[config.mk]
export PLATFORM = sky130hd
export DESIGN_NAME = times_table_mem_flat
export DESIGN_NICKNAME = d
export VERILOG_FILES = /design/src/rtl/times_table_mem_if.sv /design/src/rtl/times_table_mem.sv /design/src/flat_wrapper.sv
export SDC_FILE = /design/constraint.sdc
export NUM_CORES = 1
export LEC_CHECK = 0
export ABC_CLOCK_PERIOD_IN_PS = 5800
export BUFFER_PORTS_ARGS = -buffer_cell sky130_fd_sc_hd__buf_4
export CAP_MARGIN = 20
export CORE_AREA = 2 2 152 184
export CTS_CLUSTER_SIZE = 20
export DETAILED_ROUTE_END_ITERATION = 8
export DIE_AREA = 0 0 154 186
export PLACE_DENSITY = 0.75
export SLEW_MARGIN = 40
export SYNTH_ARGS = -nofsm -noshare
export SYNTH_HDL_FRONTEND = slang
export SYNTH_SLANG_ARGS = --single-unit
[constraint.sdc]
create_clock -name clk -period 5.8 [get_ports clk]
set_input_delay 0 -clock clk [delete_from_list [all_inputs] [get_ports clk]]
set_output_delay 0 -clock clk [all_outputs]
set_load 0.03 [all_outputs]
[src/rtl/times_table_mem_if.sv]
// Request/response bundle for the times-table lookup: operands and control in,
// table status and product strobes out.
interface times_table_mem_if #(
    parameter int W = 3
);
    logic [W-1:0]   a;
    logic [W-1:0]   b;
    logic           read;
    logic           reinit;
    logic           ready;
    logic [2*W-1:0] result;
    logic           result_valid;
    logic           rd_err;

    modport master (
        output a, b, read, reinit,
        input  ready, result, result_valid, rd_err
    );

    modport slave (
        input  a, b, read, reinit,
        output ready, result, result_valid, rd_err
    );
endinterface

[src/rtl/times_table_mem.sv]
// RAM-backed unsigned multiplier lookup: a fill engine writes a*b for every
// operand pair after reset or reinit, then reads return the product with fixed latency.
module times_table_mem_chk (
    input logic clk,
    input logic rst_n,
    input logic ready,
    input logic in_ready_state,
    input logic cnt_zero
);
    a_ready_tracks_state: assert property (@(posedge clk) disable iff (!rst_n)
        ready == in_ready_state);
    a_cnt_idle_in_ready: assert property (@(posedge clk) disable iff (!rst_n)
        in_ready_state |-> cnt_zero);
endmodule

module times_table_mem #(
    parameter int W       = 3,
    parameter bit OUT_REG = 1'b0
) (
    input logic               clk,
    input logic               rst_n,
    times_table_mem_if.slave  bus
);
    localparam int AW    = 2 * W;
    localparam int DEPTH = 1 << AW;

    typedef enum logic [0:0] {
        ST_INIT  = 1'b0,
        ST_READY = 1'b1
    } state_e;

    state_e          state_q, state_d;
    logic [AW-1:0]   cnt_q, cnt_d;
    logic            ready_q, ready_d;
    logic [AW-1:0]   mem_q [DEPTH];
    logic [AW-1:0]   rd_addr_s;
    logic            wr_en_s;
    logic            accept_s;
    logic            drop_s;
    logic [AW-1:0]   res1_q;
    logic            vld1_q;
    logic            err_q;

    // Table entry for a fill address {a,b}: product of its upper and lower halves.
    function automatic logic [AW-1:0] product(input logic [AW-1:0] addr);
        logic [AW-1:0] hi;
        logic [AW-1:0] lo;
        hi = {{W{1'b0}}, addr[AW-1:W]};
        lo = {{W{1'b0}}, addr[W-1:0]};
        return hi * lo;
    endfunction

    assign rd_addr_s = {bus.a, bus.b};

    // Next-state logic for the fill engine and read acceptance.
    always_comb begin
        state_d  = state_q;
        cnt_d    = cnt_q;
        ready_d  = ready_q;
        wr_en_s  = 1'b0;
        accept_s = 1'b0;
        drop_s   = 1'b0;
        case (state_q)
            ST_INIT: begin
                wr_en_s = 1'b1;
                drop_s  = bus.read;
                if (cnt_q == {AW{1'b1}}) begin
                    state_d = ST_READY;
                    cnt_d   = '0;
                    ready_d = 1'b1;
                end else begin
                    cnt_d = cnt_q + {{(AW-1){1'b0}}, 1'b1};
                end
            end
            ST_READY: begin
                // A read on the reinit edge still sees the old, identical table.
                accept_s = bus.read;
                if (bus.reinit) begin
                    state_d = ST_INIT;
                    cnt_d   = '0;
                    ready_d = 1'b0;
                end else begin
                    state_d = ST_READY;
                end
            end
            default: begin
                state_d = ST_INIT;
                cnt_d   = '0;
                ready_d = 1'b0;
                drop_s  = bus.read;
            end
        endcase
    end

    // Fill engine state, counter and ready flag.
    always_ff @(posedge clk or negedge rst_n) begin
        if (!rst_n) begin
            state_q <= ST_INIT;
            cnt_q   <= '0;
            ready_q <= 1'b0;
        end else begin
            state_q <= state_d;
            cnt_q   <= cnt_d;
            ready_q <= ready_d;
        end
    end

    // Table storage; contents are don't-care until the fill completes.
    always_ff @(posedge clk) begin
        if (wr_en_s) begin
            mem_q[cnt_q] <= product(cnt_q);
        end
    end

    // First read stage: synchronous table read plus drop strobe.
    always_ff @(posedge clk or negedge rst_n) begin
        if (!rst_n) begin
            res1_q <= '0;
            vld1_q <= 1'b0;
            err_q  <= 1'b0;
        end else begin
            vld1_q <= accept_s;
            err_q  <= drop_s;
            if (accept_s) begin
                res1_q <= mem_q[rd_addr_s];
            end
        end
    end

    generate
        if (OUT_REG) begin : g_out_reg
            logic [AW-1:0] res2_q;
            logic          vld2_q;

            // Optional output stage; result only moves when a product arrives.
            always_ff @(posedge clk or negedge rst_n) begin
                if (!rst_n) begin
                    res2_q <= '0;
                    vld2_q <= 1'b0;
                end else begin
                    vld2_q <= vld1_q;
                    if (vld1_q) begin
                        res2_q <= res1_q;
                    end
                end
            end

            assign bus.result       = res2_q;
            assign bus.result_valid = vld2_q;
        end else begin : g_out_direct
            assign bus.result       = res1_q;
            assign bus.result_valid = vld1_q;
        end
    endgenerate

    assign bus.ready  = ready_q;
    assign bus.rd_err = err_q;

    times_table_mem_chk u_chk (
        .clk            (clk),
        .rst_n          (rst_n),
        .ready          (ready_q),
        .in_ready_state (state_q == ST_READY),
        .cnt_zero       (cnt_q == '0)
    );
endmodule
[src/flat_wrapper.sv]
// flat-port wrapper written by rule: the top's interface ports become plain ports
module times_table_mem_flat 
#(
    parameter int W       = 3,
    parameter bit OUT_REG = 1'b0
)
  (clk, rst_n, bus_a, bus_b, bus_read, bus_reinit, bus_ready, bus_result, bus_result_valid, bus_rd_err);
  times_table_mem_if #(.W(W)) bus_i ();
  input logic clk;
  input logic rst_n;
  input wire logic [$bits(bus_i.a)-1:0] bus_a;
  input wire logic [$bits(bus_i.b)-1:0] bus_b;
  input wire logic [$bits(bus_i.read)-1:0] bus_read;
  input wire logic [$bits(bus_i.reinit)-1:0] bus_reinit;
  output wire logic [$bits(bus_i.ready)-1:0] bus_ready;
  output wire logic [$bits(bus_i.result)-1:0] bus_result;
  output wire logic [$bits(bus_i.result_valid)-1:0] bus_result_valid;
  output wire logic [$bits(bus_i.rd_err)-1:0] bus_rd_err;
  assign bus_i.a = bus_a;
  assign bus_i.b = bus_b;
  assign bus_i.read = bus_read;
  assign bus_i.reinit = bus_reinit;
  assign bus_ready = bus_i.ready;
  assign bus_result = bus_i.result;
  assign bus_result_valid = bus_i.result_valid;
  assign bus_rd_err = bus_i.rd_err;
  times_table_mem #(.W(W), .OUT_REG(OUT_REG)) u_core (.clk(clk), .rst_n(rst_n), .bus(bus_i));
endmodule
* Yosys cells after proc, flatten, opt, wreduce, memory -nomap -nowiden *
Memories as Yosys holds them, arrays and structs flattened. A register that Yosys moved wholly into a read port is not among the register bits.
Cells that the tools add are included.

word-level totals
  memory bits (writable) = 384
  output and inout bits = 9
  flip-flop bits (word level) = 10
  word-level logic and storage cells = 26
  memories = 1
  input bits = 10

cells by class
  reductions and logical operators = 2
  $add $sub $neg = 1
  equal/unequal tests = 3
  bitwise operators = 1
  multiplexer cells = 12
  multipliers = 1

memory list
  memory        depth  width  read ports  clocked after memory_dff  write ports  RTL line               source
  u_core.mem_q  64     6      1           1                         1            times_table_mem.sv:35  logic [AW-1:0] mem_q [DEPTH];

operators with widths
  kind                                                    number
  2-to-1 mux 6 bit                                        2
  one-hot mux 6 bit (2 select lines)                      1
  2-to-1 mux 1 bit                                        7
  adder 6 x 1 -> 6 bit (second input constant)            1
  equality test 6 bit (second input constant)             1
  multiplier 3 x 3 -> 6 bit                               1
  one-hot mux 1 bit (2 select lines)                      2
  inequality test 2 x 1 -> 1 bit (second input constant)  1
  inequality test 2 bit (second input constant)           1
  AND reduction 2 bit                                     1
  zero test 1 bit                                         1
  NOT 1 bit                                               1

* Logic depth before layout (Yosys ltp) *
Gate-level depths: netlist (run 1).

  word-level depth = 3
  mapped depth = 9
  gate-level depth less buffers = 6

* Worst setup path before layout (run 1) *
Ideal clock, no wire load.

  path type = reg-to-reg
  start point = reg u_core.cnt_q[0]
  end point = mem u_core.mem_q[0][4] (netlist bit), data pin
  clock period less this slack = 4.200 ns
  slack = 1.600 ns
  data arrival time = 3.664 ns
  setup time = 0.535 ns
  cell stages (with the launch flop) = 8
  required time = 5.265 ns
  path buffers = 1
  cell sequence = dfrtp_1 > clkbuf_1 > nand2_1 > fa_1 > inv_1 > ha_1 > fa_1 > xor2_1

between the ends
  word-level cells in the longest chain between the ends = 1

RTL lines
  item                       RTL line                source
  start: declaration         times_table_mem.sv:33   logic [AW-1:0] cnt_q, cnt_d;
  start signal: assignment   times_table_mem.sv:103  cnt_q <= cnt_d;
  multiplier 3 x 3 -> 6 bit  times_table_mem.sv:50   return hi * lo;
  end: declaration           times_table_mem.sv:35

Every way passes these cells.

* Worst setup path after layout (run 1) *
  start point = reg u_core.cnt_q[2]
  end point = mem u_core.mem_q[55][4] (netlist bit), data pin

Same word-level chain as after synthesis.

==> impl_metrics.toml, run 1 <==
[run_status]
status = "finished clean"

[synthesis]
synth_nets = 844
ys_types = 40
synth_seq_cells = 400
ys.warnings.count = 0
avgSynthCellArea_um2 = 19.2
syn-instance-count = 826
synthFlopType = "edfxtp_1"
async_flop_share_pct = 4.00
synth-edff-count = 384
syn-cell-area_um2 = 15900
seq_area_frac_synth_pct = 75.1

[clock_network]
cts_buffers = 36
clockBufferDepth = 3
clock_latency_ps = 510
cts_resized = 0
root_buffer = "clkbuf_16"
clk_pin_slew_ps = 60
cts_max_level = 2
cts_tree = "yes"
clkSinkCount = 400

[final_layout]
fin_cells = 1212
mostFrequentLayoutCells = "edfxtp_1, nor2_1, mux4_2, mux2i_1, clkbuf_16"
seqCellArea_um2 = 11900
final_common_cell = "edfxtp_1"
multi_input_area_um2 = 3770
design_area_um2 = 17500
n_antenna_cell = 0
drive_above_1_share_pct = 17.3
fillers = 1630
final_nets = 866
area.growth.synth_to_final_pct = 10.4

[timing]
finalSetupTns_ps = 0
finalCritPeriodShare_pct = 56.0
slew_headroom_pct = 50.7
final_hold_viol_count = 0
setup_viol = 0
skew_ps = 11.3
fin_crit_ps = 3250
tightest_slew_ps = 739
slew_viol_final = 0
fmax_mhz = 308
rsz0062_at_grt = "false"

[critical_path]
cpPeakStageDelay_ps = 650
critPathTopFamily = "adder cells"
worstPathRequired_ps = 6090
crit_type = "reg2reg"
crit_path_end_kind = "flop"
worstPathArrival_ps = 3530
critPathLaunchType = "flop"
slowest_stage = "dfrtp_1"
cp_num_buf_inv = 3
crit_chain = "nand2_1 -> fa_1 -> inv_1 -> ha_4 -> fa_4 -> xor2_4 -> buf_8 -> buf_4"
crit_fanout = 32

[drt]
highest_layer = "met4"
wl_met1_um = 12000
antenna_left = 0
viasPerCell = 6.48
vias = 7856
drt_pre_antenna_iters = 5
wl_met2_um = 16300
wl_met3_um = 1970
drc_errors = 0
wl_per_cell_um = 26.3
finalWirelength_um = 31800
drtIter0Drc = 652

[floorplanning]
io_pins = 19
rows = 66
initial_core_util_pct = 59.2
coreArea_um2 = 26800
dieHeight_um = 186
chipWidth_um = 154
die_area_um2 = 28600

[grt]
grt_pass1_wl_um = 47600
grt_usage_pct = 22.7
grt_remaining_overflow = 0
grt_max_degree = 83
antenna_found_initial = 0
grt_pass1_vias = 7974

[worst_hold_path]
hold_path.class = "in2async"

[placement]
dp.cells = 1143
io_buffers = 18
placed_area_um2 = 16300
place.gp.congestion = 0.897
hpwl_um = 20000

[job]
maxCapViolations = 0

[pwr]
p_leak_uw = 0.00574
ir_drop_mv = 0.476
power_density_nw_per_um2 = 444
-- cell usage after synthesis (8+ instances only) --
library cell    n  area share [%]
edfxtp_1      384              73
nor2_1         73             1.7
mux4_2         63             8.9
mux2i_1        61             3.8
a22oi_1        36             1.7
nand2_1        20            0.47
buf_2          19            0.60
nand3_1        17            0.54
dfrtp_1        16             2.5
clkbuf_1       15            0.35
o22ai_1        13            0.51
nor2b_1        10            0.39
mux4_1          9             1.5
and2_1          8            0.31
-- stage by stage --
step	power [uW]	util [%]	worst slack, ps	hold WS [ps]
2_1_floorplan	4950	-	1600	-296
3_3_place_gp	5400	60.6	2680	-118
3_5_place_dp	5540	60.8	2430	-114
4_1_cts	7820	65.2	2390	221
5_1_grt	8060	65.4	2430	87.7
6_report	7790	65.4	2550	51.3
-- worst paths after layout --
| path | from | end | slack (ps) | cells after the start |
|---|---|---|---|---|
| setup / recovery | u_core.cnt_q[2]$_DFFE_PN0P_ | u_core.mem_q[55][4]$_DFFE_PP_ | 2550 | 8 |
| hold / removal | rst_n | u_core.bus.rd_err$_DFF_PN0_ | 50 | 3 |
| setup reg to reg | u_core.cnt_q[2]$_DFFE_PN0P_ | u_core.mem_q[55][4]$_DFFE_PP_ | 2550 | 8 |
| hold reg to reg | u_core.bus.result[1]$_DFFE_PN0P_ | u_core.bus.result[1]$_DFFE_PN0P_ | 540 | 1 |
| max in group asynchronous | rst_n | u_core.cnt_q[3]$_DFFE_PN0P_ | 5450 | 3 |
| min in group clk | bus_reinit | u_core.cnt_q[1]$_DFFE_PN0P_ | 240 | 3 |
-- worst reg2reg max path: cells and delay by family, from the launching register on --
kind          cells  cell delay [ps]
flops             1              650
fa+ha+maj         3             1230
simple gates      1              170
buf+inv           3              660
xor+xnor          1              320
-- state kept, by name, indices dropped and copies added, names as in the netlist --
register                 cells
u_core.mem_q               384
u_core.bus.result            6
u_core.cnt_q                 6
u_core.bus.rd_err            1
u_core.bus.ready             1
u_core.bus.result_valid      1
u_core.state_q               1
-- layer usage --
metal,vias to the layer above,global-route usage (%)
met1,4050,28.0
met4,0,11.7
met2,317,39.4
met5,-,0
li1,3405,-
met3,84,3.56
-- cell type report --
class                      count  share of cell area, %
tap                          340                   2.42
sequential                   400                   68.0
inverter                       5                  0.107
timing repair buffer          29                   1.50
multi-input combinational    376                   21.5
clock inverter                17                   1.01
clock buffer                  45                   5.45
-- power by group --
group          switching, uW  internal (uW)  total (uW)  leakage [uW]
combinational           1030            336        1370       0.00151
sequential               126           3990        4120       0.00367
clock                    958           1340        2300      0.000559
-- cells by family (layout without fill, tap and decap cells) --
family	Yosys count	in the layout	share of synthesized area, %
fa+ha+maj	8	8	0.724
simple gates	158	158	4.64
flops	400	400	75.1
compound gates	76	76	3.55
buf+inv	50	96	1.72
mux	133	133	14.3
xor+xnor	1	1	0.0551
-- what timing repair did --
action,4_1_cts,5_1_grt
setup endpoints to repair,0,0
hold buffers,5,0
setup buffers,0,0
endpoints found under the hold margin,26,0
Power figures use the tool's default switching activity.
==> run 2, diff against run 1 <==
--- a/config.mk
+++ b/config.mk
@@ -5,14 +5,14 @@
 export SDC_FILE = /design/constraint.sdc
 export NUM_CORES = 1
 export LEC_CHECK = 0
-export ABC_CLOCK_PERIOD_IN_PS = 5800
+export ABC_CLOCK_PERIOD_IN_PS = 2800
 export BUFFER_PORTS_ARGS = -buffer_cell sky130_fd_sc_hd__buf_4
 export CAP_MARGIN = 20
-export CORE_AREA = 2 2 152 184
+export CORE_AREA = 2 2 157 190
 export CTS_CLUSTER_SIZE = 20
 export DETAILED_ROUTE_END_ITERATION = 8
-export DIE_AREA = 0 0 154 186
-export PLACE_DENSITY = 0.75
+export DIE_AREA = 0 0 159 192
+export PLACE_DENSITY = 0.74
 export SLEW_MARGIN = 40
 export SYNTH_ARGS = -nofsm -noshare
 export SYNTH_HDL_FRONTEND = slang
==> constraint.sdc (replaced) <==
create_clock -name clk -period 2.8 [get_ports clk]
set_input_delay 0 -clock clk [delete_from_list [all_inputs] [get_ports clk]]
set_output_delay 0 -clock clk [all_outputs]
set_load 0.03 [all_outputs]
==> run 2 against run 1 <==
Register-to-register slack worse by 2100 ps. Largest cell class unchanged. Die area up 6.6%. Sequential cell count unchanged. Core utilization down 1.7 points. Sequential share of layout area down 2.5 points. Routed wire length up 6.1%. Cell area up 3.8%. Clock power up 140%.
==> impl_metrics.toml, run 2 (synthesized netlist as in run 1, its figures left out) <==
[timing]
fmax_mhz = 432
finalSetupTns_ps = 0
finalCritPeriodShare_pct = 82.6
tightest_slew_ps = 756
skew_ps = 29.3
worst_slack_ps = 487
fin_crit_ps = 2310
slew_headroom_pct = 49.2
final_hold_viol_count = 0
setup_viol = 0
rsz0062_at_grt = "false"
slew_viol_final = 0

[drt]
viasPerCell = 6.21
drt_pre_antenna_iters = 5
drtIter0Drc = 796
antenna_left = 0
vias = 8152
finalWirelength_um = 33800
drc_errors = 0
wl_per_cell_um = 25.7

[clock_network]
clock_latency_ps = 530
cts_max_level = 2
cts_setup_buffers = 0
cts_tree = "yes"
cts_resized = 0
clkSinkCount = 400
cts_buffers = 38
clk_pin_slew_ps = 60
clockBufferDepth = 3
root_buffer = "clkbuf_16"

[final_layout]
final_common_cell = "edfxtp_1"
mostFrequentLayoutCells = "edfxtp_1, nor2_1, buf_4, mux4_2, mux2i_1"
drive_above_1_share_pct = 21.8
fillers = 1959
largest_reg_flops = 384
seqCellArea_um2 = 11900
n_antenna_cell = 0
final_nets = 918
top_register = "u_core.mem_q"
multi_input_area_um2 = 3730
area.growth.synth_to_final_pct = 14.5

[grt]
grt_pass1_vias = 8344
grt_usage_pct = 22.8
antenna_found_initial = 0
grt_remaining_overflow = 0
grt_pass1_wl_um = 51400
grt_max_degree = 65

[critical_path]
crit_fanout = 64
worstPathArrival_ps = 2530
critPathLaunchType = "flop"
cpPeakStageDelay_ps = 550
slowest_stage = "fa_1"
crit_path_end_kind = "flop"
crit_chain = "nand2_1 -> fa_1 -> inv_1 -> ha_2 -> fa_2 -> xor2_4 -> buf_12"
crit_type = "reg2reg"
worstPathRequired_ps = 3020

[floorplanning]
io_pins = 19
die_area_um2 = 30500
rows = 68
initial_core_util_pct = 55.6
chipWidth_um = 159
coreArea_um2 = 28600
dieHeight_um = 192

[placement]
post-place-ws_ps = 535
place.gp.congestion = 0.841
hpwl_um = 21600
io_buffers = 18

[run_status]
status = "finished clean"

[pwr]
p_leak_uw = 0.00610
ir_drop_mv = 0.663
power_uw = 17000
power_density_nw_per_um2 = 936

[worst_hold_path]
hold_path.class = "in2async"

[job]
maxCapViolations = 0
run 2: what timing repair did:
| item | CTS | global route |
|---|---|---|
| hold buffers | 5 | 0 |
| setup endpoints to repair | 0 | 0 |
| endpoints found under the hold margin | 27 | 0 |
run 2: layout make-up:
class                           instances  area share [%]
Clock buffer                           50            5.70
Multi-Input combinational cell        376            20.5
Inverter                                5           0.103
Timing Repair Buffer                   79            3.94
Sequential cell                       400            65.5
Tap cell                              385            2.65
Clock inverter                         18            1.61
run 2: worst max-delay path, delay by kind of cell, from the launching register on:
kind                       cells  cell delay, ps
and+or+nand+nor                1              90
xor gates and xnor gates       1             170
adders and majority gates      3            1100
DFF                            1             370
buffers and inverters          2             230
run 2: power breakdown:
part	internal (uW)	switching [uW]
logic	913	2270
registers	8250	142
clock network	3350	2110
total	12500	4520
run 2: path summary, 6_finish.rpt:
| check | from | endpoint | slack [ps] | cells after the start |
|---|---|---|---|---|
| max in group asynchronous | rst_n | u_core.cnt_q[3]$_DFFE_PN0P_ | 2430 | 3 |
| min | rst_n | u_core.cnt_q[5]$_DFFE_PN0P_ | 50 | 3 |
| max | u_core.cnt_q[5]$_DFFE_PN0P_ | u_core.mem_q[56][4]$_DFFE_PP_ | 490 | 7 |
| max reg2reg | u_core.cnt_q[5]$_DFFE_PN0P_ | u_core.mem_q[56][4]$_DFFE_PP_ | 490 | 7 |
| min reg2reg | u_core.bus.result[4]$_DFFE_PN0P_ | u_core.bus.result[4]$_DFFE_PN0P_ | 530 | 1 |
| min in group clk | bus_read | u_core.bus.rd_err$_DFF_PN0_ | 270 | 3 |
run 2: layer usage:
metal  routed length, um  GRT usage [%]
met4                1320           9.34
met2               17600           39.9
met5                   0              0
met1               12800           28.7
met3                2100           3.48
run 2: per-stage QoR:
stage                     utilization, %  hold slack, ps  cell area (um2)  instances
after floorplan                        -            -296            15900        826
after global placement              58.9            -119            16800       1240
after detailed placement            58.9            -116            16800       1240
after CTS                           63.7             247            18200       1313
after global routing                63.7            84.5            18200       1313
final                               63.7            55.0            18200       1313
==> run 3, diff against run 2 <==
--- a/config.mk
+++ b/config.mk
@@ -5,14 +5,15 @@
 export SDC_FILE = /design/constraint.sdc
 export NUM_CORES = 1
 export LEC_CHECK = 0
-export ABC_CLOCK_PERIOD_IN_PS = 2800
+export ABC_AREA = 1
+export ABC_CLOCK_PERIOD_IN_PS = 2000
 export BUFFER_PORTS_ARGS = -buffer_cell sky130_fd_sc_hd__buf_4
 export CAP_MARGIN = 20
-export CORE_AREA = 2 2 157 190
+export CORE_AREA = 2 2 159 192
 export CTS_CLUSTER_SIZE = 20
 export DETAILED_ROUTE_END_ITERATION = 8
-export DIE_AREA = 0 0 159 192
-export PLACE_DENSITY = 0.74
+export DIE_AREA = 0 0 161 194
+export PLACE_DENSITY = 0.75
 export SLEW_MARGIN = 40
 export SYNTH_ARGS = -nofsm -noshare
 export SYNTH_HDL_FRONTEND = slang
==> constraint.sdc (replaced) <==
create_clock -name clk -period 2 [get_ports clk]
set_input_delay 0 -clock clk [delete_from_list [all_inputs] [get_ports clk]]
set_output_delay 0 -clock clk [all_outputs]
set_load 0.03 [all_outputs]
==> run 3 against run 2 <==
The flow now finishes with violations (negative setup slack). Critical endpoint is now u_core.mem_q[3][3]$_DFFE_PP_. Highest routed layer unchanged. Critical path type unchanged. Worst hold slack worse by 16 ps. Sequential power is 45% higher. Clock skew is 21 ps lower. Clock power is 29% higher.
==> impl_metrics.toml, run 3 <==
[grt]
antenna_found_initial = 0
grt_max_degree = 114
grt_remaining_overflow = 0
grt_usage_pct = 26.1
grt_pass1_wl_um = 62400
grt_pass1_vias = 11412

[timing]
tightest_slew_ps = 537
worst_slack_ps = -248
fmax_mhz = 445
timing.hold.ws_ps = 38.5
setup_viol = 142
fin_crit_ps = 2250
finalSetupTns_ps = -27620
skew_ps = 8.72
finalCritPeriodShare_pct = 112
final_hold_viol_count = 0
rsz0062_at_grt = "true"
slew_viol_final = 0
slew_headroom_pct = 64.2

[synthesis]
synthFlopType = "edfxtp_1"
netlist.area_leader.share_pct = 69.5
synth-edff-count = 384
synth_nets = 1466
yosysTopAreaCell = "edfxtp_1"
synth_most_common_cell = "nand2_1"
ys_types = 23
async_flop_share_pct = 4.00
yosys-top-cells-area = "edfxtp_1, nand2_1, nand3_1, dfrtp_1, nor2_1"
synth_seq_cells = 400
netlist_top_cells_count = "nand2_1, edfxtp_1, nand3_1, nor2_1, buf_2"
ys.warnings.count = 0
seq_area_frac_synth_pct = 72.0
syn-instance-count = 1448
syn-cell-area_um2 = 16600
avgSynthCellArea_um2 = 11.5

[drt]
vias = 11472
antenna_left = 0
finalWirelength_um = 40000
drt_pre_antenna_iters = 6
drc_errors = 0
wl_per_cell_um = 20.4
viasPerCell = 5.84
drtIter0Drc = 1175

[clock_network]
clockBufferDepth = 3
cts_buffers = 38
clk_pin_slew_ps = 60
clock_latency_ps = 520
cts_tree = "yes"
cts_max_level = 2
root_buffer = "clkbuf_16"
clkSinkCount = 400

[final_layout]
final_core_utilization_pct = 65.8
largest_reg_flops = 384
top_register = "u_core.mem_q"
final_common_cell = "nand2_1"
fin_cells = 1965
mostFrequentLayoutCells = "nand2_1, edfxtp_1, nand3_1, buf_4, nor2_1"
n_antenna_cell = 0
drive_above_1_share_pct = 13.3
final_nets = 1565
area.growth.synth_to_final_pct = 16.5

[placement]
place.gp.congestion = 0.832
hpwl_um = 23600
io_buffers = 18
post-place-ws_ps = -219
dp.cells = 1888

[critical_path]
worstPathArrival_ps = 2520
r2r_start = "u_core.cnt_q[5]$_DFFE_PN0P_"
worstPathRequired_ps = 2270
crit_type = "reg2reg"
reg2reg_depth = 7
rr_endpoint = "u_core.mem_q[3][3]$_DFFE_PP_"
critPathLaunchType = "flop"
crit_path_end_kind = "flop"
r2r_slack_ps = -250
crit_fanout = 15

[floorplanning]
coreArea_um2 = 29400
chipWidth_um = 161
die_area_um2 = 31200
dieHeight_um = 194
io_pins = 19
initial_core_util_pct = 56.5
rows = 69

[pwr]
ir_drop_mv = 1.03
power_density_nw_per_um2 = 1340
p_leak_uw = 0.00734

[worst_hold_path]
hold_path.class = "in2async"

[run_status]
status = "finished, violations left"
failed_checks = "negative setup slack"

[job]
maxCapViolations = 0
-- run 3: cell count changes in the layout (fill, tap and decap cells not counted), moves of 11 or more --
cell     before  now
mux4_2       63    0
nand3_1      17  356
mux2i_1      61    0
nor2_1       73   62
nand2_1      20  474
a22oi_1      36    0
buf_12        9   20
buf_4        64  118
o22ai_1      13    2
inv_1         5   22
-- run 3: stage by stage --
stage                     cell area (um2)  total power [uW]
after global routing                19300             26900
after detailed placement            17900             18300
final                               19300             26000
after CTS                           19300             26000
after floorplan                     16700             15500
after global placement              17900             18100
-- run 3: where the power goes --
group | switching [uW] | leakage [uW] | internal [uW]
Combinational | 4610 | 0.00300 | 2140
Sequential | 219 | 0.00375 | 12000
Clock | 2920 | 0.000594 | 4110
-- run 3: worst max-delay path by stage --
stage                                           start                             to  slack (ps)  cells past startpoint
final                     u_core.cnt_q[5]$_DFFE_PN0P_   u_core.mem_q[3][3]$_DFFE_PP_        -250                      7
after global routing      u_core.cnt_q[5]$_DFFE_PN0P_  u_core.mem_q[36][3]$_DFFE_PP_        -280                      7
after floorplan           u_core.cnt_q[0]$_DFFE_PN0P_   u_core.mem_q[0][4]$_DFFE_PP_        -680                      7
after CTS                 u_core.cnt_q[5]$_DFFE_PN0P_  u_core.mem_q[43][3]$_DFFE_PP_        -230                      7
after global placement    u_core.cnt_q[5]$_DFFE_PN0P_  u_core.mem_q[17][4]$_DFFE_PP_        -190                      7
after detailed placement  u_core.cnt_q[5]$_DFFE_PN0P_  u_core.mem_q[16][4]$_DFFE_PP_        -220                      7
-- run 3: layer usage --
metal,global-route usage [%],part of all wire [%],vias up
met5,0,0,-
met4,13.9,5.0,0
met3,3.53,8.4,116
met2,43.5,50,587
met1,33.4,37,5497
li1,-,-,5272
-- run 3: area by class of cell --
type / count / area (um2)
Sequential cell: 400 / 11900
Fill cell: 2116 / 10000
Multi-Input combinational cell: 933 / 4190
Timing Repair Buffer: 145 / 1370
Clock buffer: 54 / 1100
Tap cell: 390 / 488
Clock inverter: 14 / 124
Inverter: 29 / 111
-- run 3: kinds of logic after synthesis --
kind of cell | after synthesis | share of synthesized area [%]
AOI/OAI and AO/OA | 9 | 0.302
xor gates and xnor gates | 3 | 0.158
adders and majority gates | 8 | 0.694
buffers and inverters | 115 | 3.28
DFF | 400 | 72.0
and+or+nand+nor | 913 | 23.6
-- run 3: timing repair --
| item | CTS | global route |
|---|---|---|
| resized for setup | 5 | 1 |
| buffers inserted | 3 | 0 |
| gates cloned | 1 | 0 |
| pin swaps | 0 | 1 |
| hold endpoints to repair | 32 | 0 |
| hold buffers | 5 | 0 |
| setup endpoints to repair | 260 | 201 |
-- run 3: worst max-delay path, stage by stage, from the launching register on --
cell     delay [ps]
dfrtp_1         390
nand2_4          60
fa_1            560
inv_2            50
ha_4            160
fa_2            470
buf_12          160
buf_12          140
